**config.mk**
```make
export PLATFORM = sky130hd
export DESIGN_NAME = subterranean_hash_sequencer
export DESIGN_NICKNAME = d
export VERILOG_FILES = /design/src/rtl/subterranean_hash_sequencer.sv
export SDC_FILE = /design/constraint.sdc
export NUM_CORES = 1
export LEC_CHECK = 0
export BUFFER_PORTS_ARGS = -buffer_cell sky130_fd_sc_hd__buf_2
export CAP_MARGIN = 20
export CORE_MARGIN = 3
export CORE_UTILIZATION = 54
export CTS_BUF_LIST = sky130_fd_sc_hd__clkbuf_8 sky130_fd_sc_hd__clkbuf_16
export CTS_CLUSTER_DIAMETER = 100
export CTS_CLUSTER_SIZE = 12
export DETAILED_ROUTE_END_ITERATION = 8
export PLACE_DENSITY = 0.88
export SLEW_MARGIN = 15
export SYNTH_ARGS = -nofsm -noshare
export SYNTH_HDL_FRONTEND = slang
export SYNTH_SLANG_ARGS = --single-unit
export TNS_END_PERCENT = 5
```
**constraint.sdc**
```tcl
create_clock -name clk -period 3.2 [get_ports clk]
set_input_delay 0.32 -clock clk [delete_from_list [all_inputs] [get_ports clk]]
set_output_delay 0.32 -clock clk [all_outputs]
set_load 0.02 [all_outputs]
```
**src/rtl/subterranean_hash_sequencer.sv**
```systemverilog
// Command sequencer that runs an unkeyed Subterranean hash (init, absorb, blank, squeeze) on a duplex core.
// Optional cycle counter output enabled by defining SUBTERRANEAN_SEQ_PERF_CNT_EN.
module subterranean_hash_sequencer #(
  parameter int DIGEST_WORDS = 8,
  parameter int BLANK_ROUNDS = 8
) (
  input  logic        clk,
  input  logic        arstn,
  input  logic        msg_valid,
  output logic        msg_ready,
  input  logic [31:0] msg_data,
  input  logic        msg_last,
  input  logic [2:0]  msg_size,
  output logic        dig_valid,
  input  logic        dig_ready,
  output logic [31:0] dig_data,
  output logic        dig_last,
  output logic        busy,
  output logic        core_start_operation,
  output logic [3:0]  core_operation_type,
  output logic [31:0] core_buffer_in,
  output logic [1:0]  core_buffer_in_size,
  input  logic [31:0] core_buffer_out,
  input  logic        core_free,
  input  logic        core_finish
`ifdef SUBTERRANEAN_SEQ_PERF_CNT_EN
  ,
  output logic [31:0] perf_cycles
`endif
);

  localparam logic [3:0]  OP_INIT    = 4'd0;
  localparam logic [3:0]  OP_FULL    = 4'd1;
  localparam logic [3:0]  OP_PART    = 4'd2;
  localparam logic [3:0]  OP_SQZ     = 4'd7;
  localparam logic [31:0] PAD_WORD   = 32'h0000_0001;
  localparam logic [7:0]  BLANK_LAST = 8'(BLANK_ROUNDS - 1);
  localparam logic [7:0]  DIG_LAST   = 8'(DIGEST_WORDS - 1);

  typedef enum logic [3:0] {
    S_IDLE,
    S_INIT_ISSUE,
    S_INIT_WAIT,
    S_ABS_WAIT,
    S_ABS_BLK_ISSUE,
    S_ABS_BLK_WAIT,
    S_ABS_EMPTY_ISSUE,
    S_ABS_EMPTY_WAIT,
    S_BLANK_ISSUE,
    S_BLANK_WAIT,
    S_SQZ_ISSUE,
    S_SQZ_WAIT,
    S_OUT
  } state_t;

  state_t      state_q, state_d;
  logic [3:0]  op_q, op_d;
  logic [31:0] buf_q, buf_d;
  logic [1:0]  size_q, size_d;
  logic        last_q, last_d;
  logic        pad_q, pad_d;
  logic [7:0]  cnt_q, cnt_d;
  logic [31:0] dig_data_q, dig_data_d;
  logic        dig_last_q, dig_last_d;

  // Keep n valid bytes, append the 1 pad bit right above them, clear everything higher.
  function automatic logic [31:0] pad_block(input logic [31:0] data, input logic [2:0] size);
    case (size)
      3'd0:    return PAD_WORD;
      3'd1:    return {23'h0, 1'b1, data[7:0]};
      3'd2:    return {15'h0, 1'b1, data[15:0]};
      3'd3:    return {7'h0, 1'b1, data[23:0]};
      default: return data;
    endcase
  endfunction

  always_comb begin
    state_d              = state_q;
    op_d                 = op_q;
    buf_d                = buf_q;
    size_d               = size_q;
    last_d               = last_q;
    pad_d                = pad_q;
    cnt_d                = cnt_q;
    dig_data_d           = dig_data_q;
    dig_last_d           = dig_last_q;
    msg_ready            = 1'b0;
    core_start_operation = 1'b0;
    case (state_q)
      S_IDLE: begin
        if (msg_valid) begin
          state_d = S_INIT_ISSUE;
          op_d    = OP_INIT;
          buf_d   = 32'h0;
          size_d  = 2'd0;
          cnt_d   = 8'd0;
          last_d  = 1'b0;
          pad_d   = 1'b0;
        end
      end
      S_INIT_ISSUE: begin
        if (core_free) begin
          core_start_operation = 1'b1;
          state_d              = S_INIT_WAIT;
        end
      end
      S_INIT_WAIT: begin
        if (core_finish) state_d = S_ABS_WAIT;
      end
      S_ABS_WAIT: begin
        msg_ready = core_free;
        if (core_free && msg_valid) begin
          op_d    = (msg_size == 3'd4) ? OP_FULL : OP_PART;
          buf_d   = pad_block(msg_data, msg_size);
          size_d  = msg_size[1:0];
          last_d  = msg_last;
          pad_d   = msg_last && (msg_size == 3'd4);
          state_d = S_ABS_BLK_ISSUE;
        end
      end
      S_ABS_BLK_ISSUE: begin
        if (core_free) begin
          core_start_operation = 1'b1;
          state_d              = S_ABS_BLK_WAIT;
        end
      end
      S_ABS_BLK_WAIT: begin
        if (core_finish) begin
          op_d    = OP_PART;
          buf_d   = PAD_WORD;
          size_d  = 2'd0;
          state_d = S_ABS_EMPTY_ISSUE;
        end
      end
      S_ABS_EMPTY_ISSUE: begin
        if (core_free) begin
          core_start_operation = 1'b1;
          state_d              = S_ABS_EMPTY_WAIT;
        end
      end
      S_ABS_EMPTY_WAIT: begin
        // A full final word still owes the core a separate padding block.
        if (core_finish) begin
          op_d   = OP_PART;
          buf_d  = PAD_WORD;
          size_d = 2'd0;
          if (pad_q) begin
            pad_d   = 1'b0;
            state_d = S_ABS_BLK_ISSUE;
          end else if (last_q) begin
            cnt_d   = 8'd0;
            state_d = S_BLANK_ISSUE;
          end else begin
            state_d = S_ABS_WAIT;
          end
        end
      end
      S_BLANK_ISSUE: begin
        if (core_free) begin
          core_start_operation = 1'b1;
          state_d              = S_BLANK_WAIT;
        end
      end
      S_BLANK_WAIT: begin
        if (core_finish) begin
          if (cnt_q == BLANK_LAST) begin
            cnt_d   = 8'd0;
            op_d    = OP_SQZ;
            buf_d   = PAD_WORD;
            size_d  = 2'd0;
            state_d = S_SQZ_ISSUE;
          end else begin
            cnt_d   = cnt_q + 8'd1;
            state_d = S_BLANK_ISSUE;
          end
        end
      end
      S_SQZ_ISSUE: begin
        if (core_free) begin
          core_start_operation = 1'b1;
          state_d              = S_SQZ_WAIT;
        end
      end
      S_SQZ_WAIT: begin
        if (core_finish) begin
          dig_data_d = core_buffer_out;
          dig_last_d = (cnt_q == DIG_LAST);
          state_d    = S_OUT;
        end
      end
      S_OUT: begin
        if (dig_ready) begin
          if (dig_last_q) begin
            op_d    = 4'd0;
            buf_d   = 32'h0;
            size_d  = 2'd0;
            cnt_d   = 8'd0;
            state_d = S_IDLE;
          end else begin
            cnt_d   = cnt_q + 8'd1;
            state_d = S_SQZ_ISSUE;
          end
        end
      end
      default: state_d = S_IDLE;
    endcase
  end

  always_ff @(posedge clk or negedge arstn) begin
    if (!arstn) begin
      state_q    <= S_IDLE;
      op_q       <= 4'd0;
      buf_q      <= 32'h0;
      size_q     <= 2'd0;
      last_q     <= 1'b0;
      pad_q      <= 1'b0;
      cnt_q      <= 8'd0;
      dig_data_q <= 32'h0;
      dig_last_q <= 1'b0;
    end else begin
      state_q    <= state_d;
      op_q       <= op_d;
      buf_q      <= buf_d;
      size_q     <= size_d;
      last_q     <= last_d;
      pad_q      <= pad_d;
      cnt_q      <= cnt_d;
      dig_data_q <= dig_data_d;
      dig_last_q <= dig_last_d;
    end
  end

  assign busy                = (state_q != S_IDLE);
  assign dig_valid           = (state_q == S_OUT);
  assign dig_data            = dig_data_q;
  assign dig_last            = dig_last_q;
  assign core_operation_type = op_q;
  assign core_buffer_in      = buf_q;
  assign core_buffer_in_size = size_q;

`ifdef SUBTERRANEAN_SEQ_PERF_CNT_EN
  logic [31:0] perf_cnt_q;
  logic [31:0] perf_cycles_q;

  function automatic logic [31:0] sat_inc(input logic [31:0] v);
    return (v == 32'hFFFF_FFFF) ? v : v + 32'd1;
  endfunction

  always_ff @(posedge clk or negedge arstn) begin
    if (!arstn) begin
      perf_cnt_q    <= 32'h0;
      perf_cycles_q <= 32'h0;
    end else begin
      if (state_q == S_IDLE && state_d == S_INIT_ISSUE) perf_cnt_q <= 32'h0;
      else if (busy)                                     perf_cnt_q <= sat_inc(perf_cnt_q);
      if (state_q == S_OUT && dig_ready && dig_last_q)   perf_cycles_q <= perf_cnt_q;
    end
  end

  assign perf_cycles = perf_cycles_q;
`endif

endmodule

```
==> impl_metrics.py <==
metrics = {
    "yosys": {
        "ys_seq_area_share_pct": 51.2,
        "syn_inst": 381,
        "ys_types": 56,
        "ys_ff_latch": 84,
        "syn-cell-area_um2": 4110,
        "synthFlopType": "dfrtp_1",
        "yosys-top-cells-count": "84 x dfrtp_1, 48 x nand2_1, 40 x mux2i_1, 38 x inv_1, 34 x mux2_2",
        "syn_nets": 456,
        "synth_top_cell_area_share_pct": 51.2,
        "yosysTopAreaCell": "dfrtp_1",
        "yosysMostFrequentCell": "dfrtp_1",
        "yosysWarnings": 0,
        "synth_area_per_cell_um2": 10.8,
        "synth_edf_count": 0,
        "synth_area_leaders": "dfrtp_1 51%, mux2i_1 9.8%, mux2_2 9.3%",
        "synthArstFlopShare_pct": 100,
    },
    "cells_and_area": {
        "finalNonFillerCells": 627,
        "syn_to_final_growth_pct": 24.6,
        "drive_gt1_share_pct": 40.0,
        "fillers": 553,
        "nets": 598,
        "diodes": 0,
        "final_area_um2": 5110,
        "post-route-util_pct": 69.8,
    },
    "placed_design": {
        "portBuffers": 147,
        "placed_cells": 609,
        "place_area_um2": 4880,
        "dp_slack_ns": 0.460,
        "dp_hpwl_um": 7220,
        "place_congestion": 0.906,
    },
    "setup_path": {
        "worstPathRequired_ns": 3.43,
        "critical_path_class": "flip-flop to flip-flop",
        "cp-start-kind": "flip-flop",
        "crit_arrival_ns": 3.01,
        "critPathMaxFanout": 22,
        "cp-end-kind": "flip-flop",
    },
    "cts": {
        "clk_path_buf_depth": 2,
        "numCtsBuffers": 9,
        "cts_tree": "done",
        "cts_root_buf": "clkbuf_8",
        "cts.sinks": 84,
        "cts_max_level": 3,
        "insertion_delay_ns": 0.35,
        "clk_pin_slew_ns": 0.09,
        "cts-resized-gates": 0,
    },
    "sta": {
        "rsz0062_at_grt": "no",
        "period_share_pct": 86.9,
        "min_period_ns": 2.78,
        "fmaxAchievable_mhz": 360,
        "finalSetupTns_ns": 0,
        "finalWorstSetupSlack_ns": 0.420,
        "slew_headroom_pct": 38.0,
        "fin_skew_ns": 0.0137,
        "maxSlewViolCount": 0,
        "worst_pin_slew_ns": 0.930,
        "setup_viol": 0,
        "hold_violations": 0,
    },
    "power_and_ir_drop": {
        "power.density_nw_per_um2": 905,
        "vdd_ir_drop_max_uv": 516,
        "leakage_uw": 0.00284,
    },
    "floorplanning": {
        "start_util_pct": 56.0,
        "die_h_um": 93.2,
        "rows": 31,
        "dieWidth_um": 93.2,
        "coreArea_um2": 7330,
        "die_area_um2": 8680,
        "ioPinCount": 149,
    },
    "global_route": {
        "gr-usage-all-layers_pct": 22.9,
        "grt-ovfl-total": 0,
        "grt_max_degree": 85,
        "grt_pass1_vias": 3357,
        "grt_pass1_wl_um": 15600,
        "antenna_found_initial": 1,
    },
    "outcome": {
        "status": "finished, final reports clean",
    },
    "detailed_routing": {
        "ant_nets": 0,
        "wl_per_cell_um": 15.6,
        "viasPerCell": 5.32,
        "drt_wl_total_um": 9760,
        "vias": 3333,
        "drc_errors": 0,
        "dr.first_iter.drc_count": 186,
        "drt_first_pass_iters": 4,
    },
    "flow_run": {
        "drv_cap": 0,
    },
    "min_path": {
        "worstHoldPathType": "input port to flip-flop",
    },
}
-- registers in the layout (all words and copies together), names as in the netlist --
name                 flops
core_buffer_in          32
dig_data                32
pad_q                    1
state_q                  4
core_operation_type      3
cnt_q                    8
last_q                   1
dig_last                 1
core_buffer_in_size      2
-- routing by layer --
| metal | wire, um | global-route usage [%] |
|---|---|---|
| met2 | 4630 | 37.5 |
| met5 | 16 | 0 |
| met4 | 114 | 6.47 |
| met3 | 1030 | 7.96 |
| met1 | 3960 | 28.8 |
-- cells in the final DEF (no fill, tap or decap), drive strengths merged, types with 4 or more instances in the layout --
master  count
mux2i      40
nand2      48
clkbuf      9
nor2       18
buf       152
a21oi      10
nor2b       4
inv        41
o21ai      13
o31ai       4
dfrtp      84
nand2b      4
nor3        5
nand3       7
mux2       37
-- cells by family (layout without fill, tap and decap cells) --
kind of cell	after synthesis	count (layout)	share of synthesized area, %
AO/OA/AOI/OAI	52	52	8.93
XOR/XNOR	1	1	0.213
adder cells (fa/ha/maj)	1	1	0.305
buffers and inverters	60	207	6.64
flip-flops	84	84	51.2
multiplexers	77	77	20.2
other	1	1	0.0913
AND/OR/NAND/NOR	105	105	12.4
-- path summary, 6_finish.rpt --
kind	endpoint	cells after the start	slack (ns)	startpoint
max in group asynchronous	dig_data[21]$_DFFE_PN0P_	3	2.11	arstn
min in group asynchronous	core_buffer_in[31]$_DFFE_PN0P_	2	0.48	arstn
setup reg to reg	core_buffer_in[27]$_DFFE_PN0P_	6	0.42	state_q[3]$_DFFE_PN0P_
setup / recovery	core_buffer_in[27]$_DFFE_PN0P_	6	0.42	state_q[3]$_DFFE_PN0P_
hold reg to reg	cnt_q[7]$_DFFE_PN0P_	1	0.50	cnt_q[7]$_DFFE_PN0P_
hold / removal	core_buffer_in[19]$_DFFE_PN0P_	3	0.19	msg_data[19]
-- worst max-delay path: stages (launching register included) --
cell and delay [ns]:
dfrtp_1 0.62, and3b_1 0.29, o21a_1 0.21, a211oi_1 0.41
o2111ai_4 0.57, buf_4 0.42, mux2i_1 0.14
-- per-stage QoR --
step	total power, uW	hold slack, ns
finish	4630	0.190
global route	4920	0.169
CTS	4650	0.175
detailed placement	3880	0.487
global placement	3800	0.468
floorplan	3310	0.0244
-- layout make-up --
| type | instances | area [um^2] | area share, % |
|---|---|---|---|
| clock inverters | 7 | 75.1 | 1.47 |
| inverters | 38 | 143 | 2.79 |
| well taps | 99 | 124 | 2.42 |
| multi-input cells | 237 | 1750 | 34.2 |
| clock buffers | 9 | 124 | 2.42 |
| flip-flops and latches | 84 | 2100 | 41.1 |
| repair buffers | 153 | 798 | 15.6 |
-- repair_timing --
| action | CTS | global route |
|---|---|---|
| setup buffers | 0 | 0 |
| setup endpoints to repair | 0 | 0 |
| hold buffers | 0 | 1 |
| endpoints found under the hold margin | 0 | 38 |
-- power by group --
group	internal (uW)	switching, uW
clock network	365	389
logic	921	1260
registers	1400	292
Note: power is estimated with default switching activity, not from simulation.
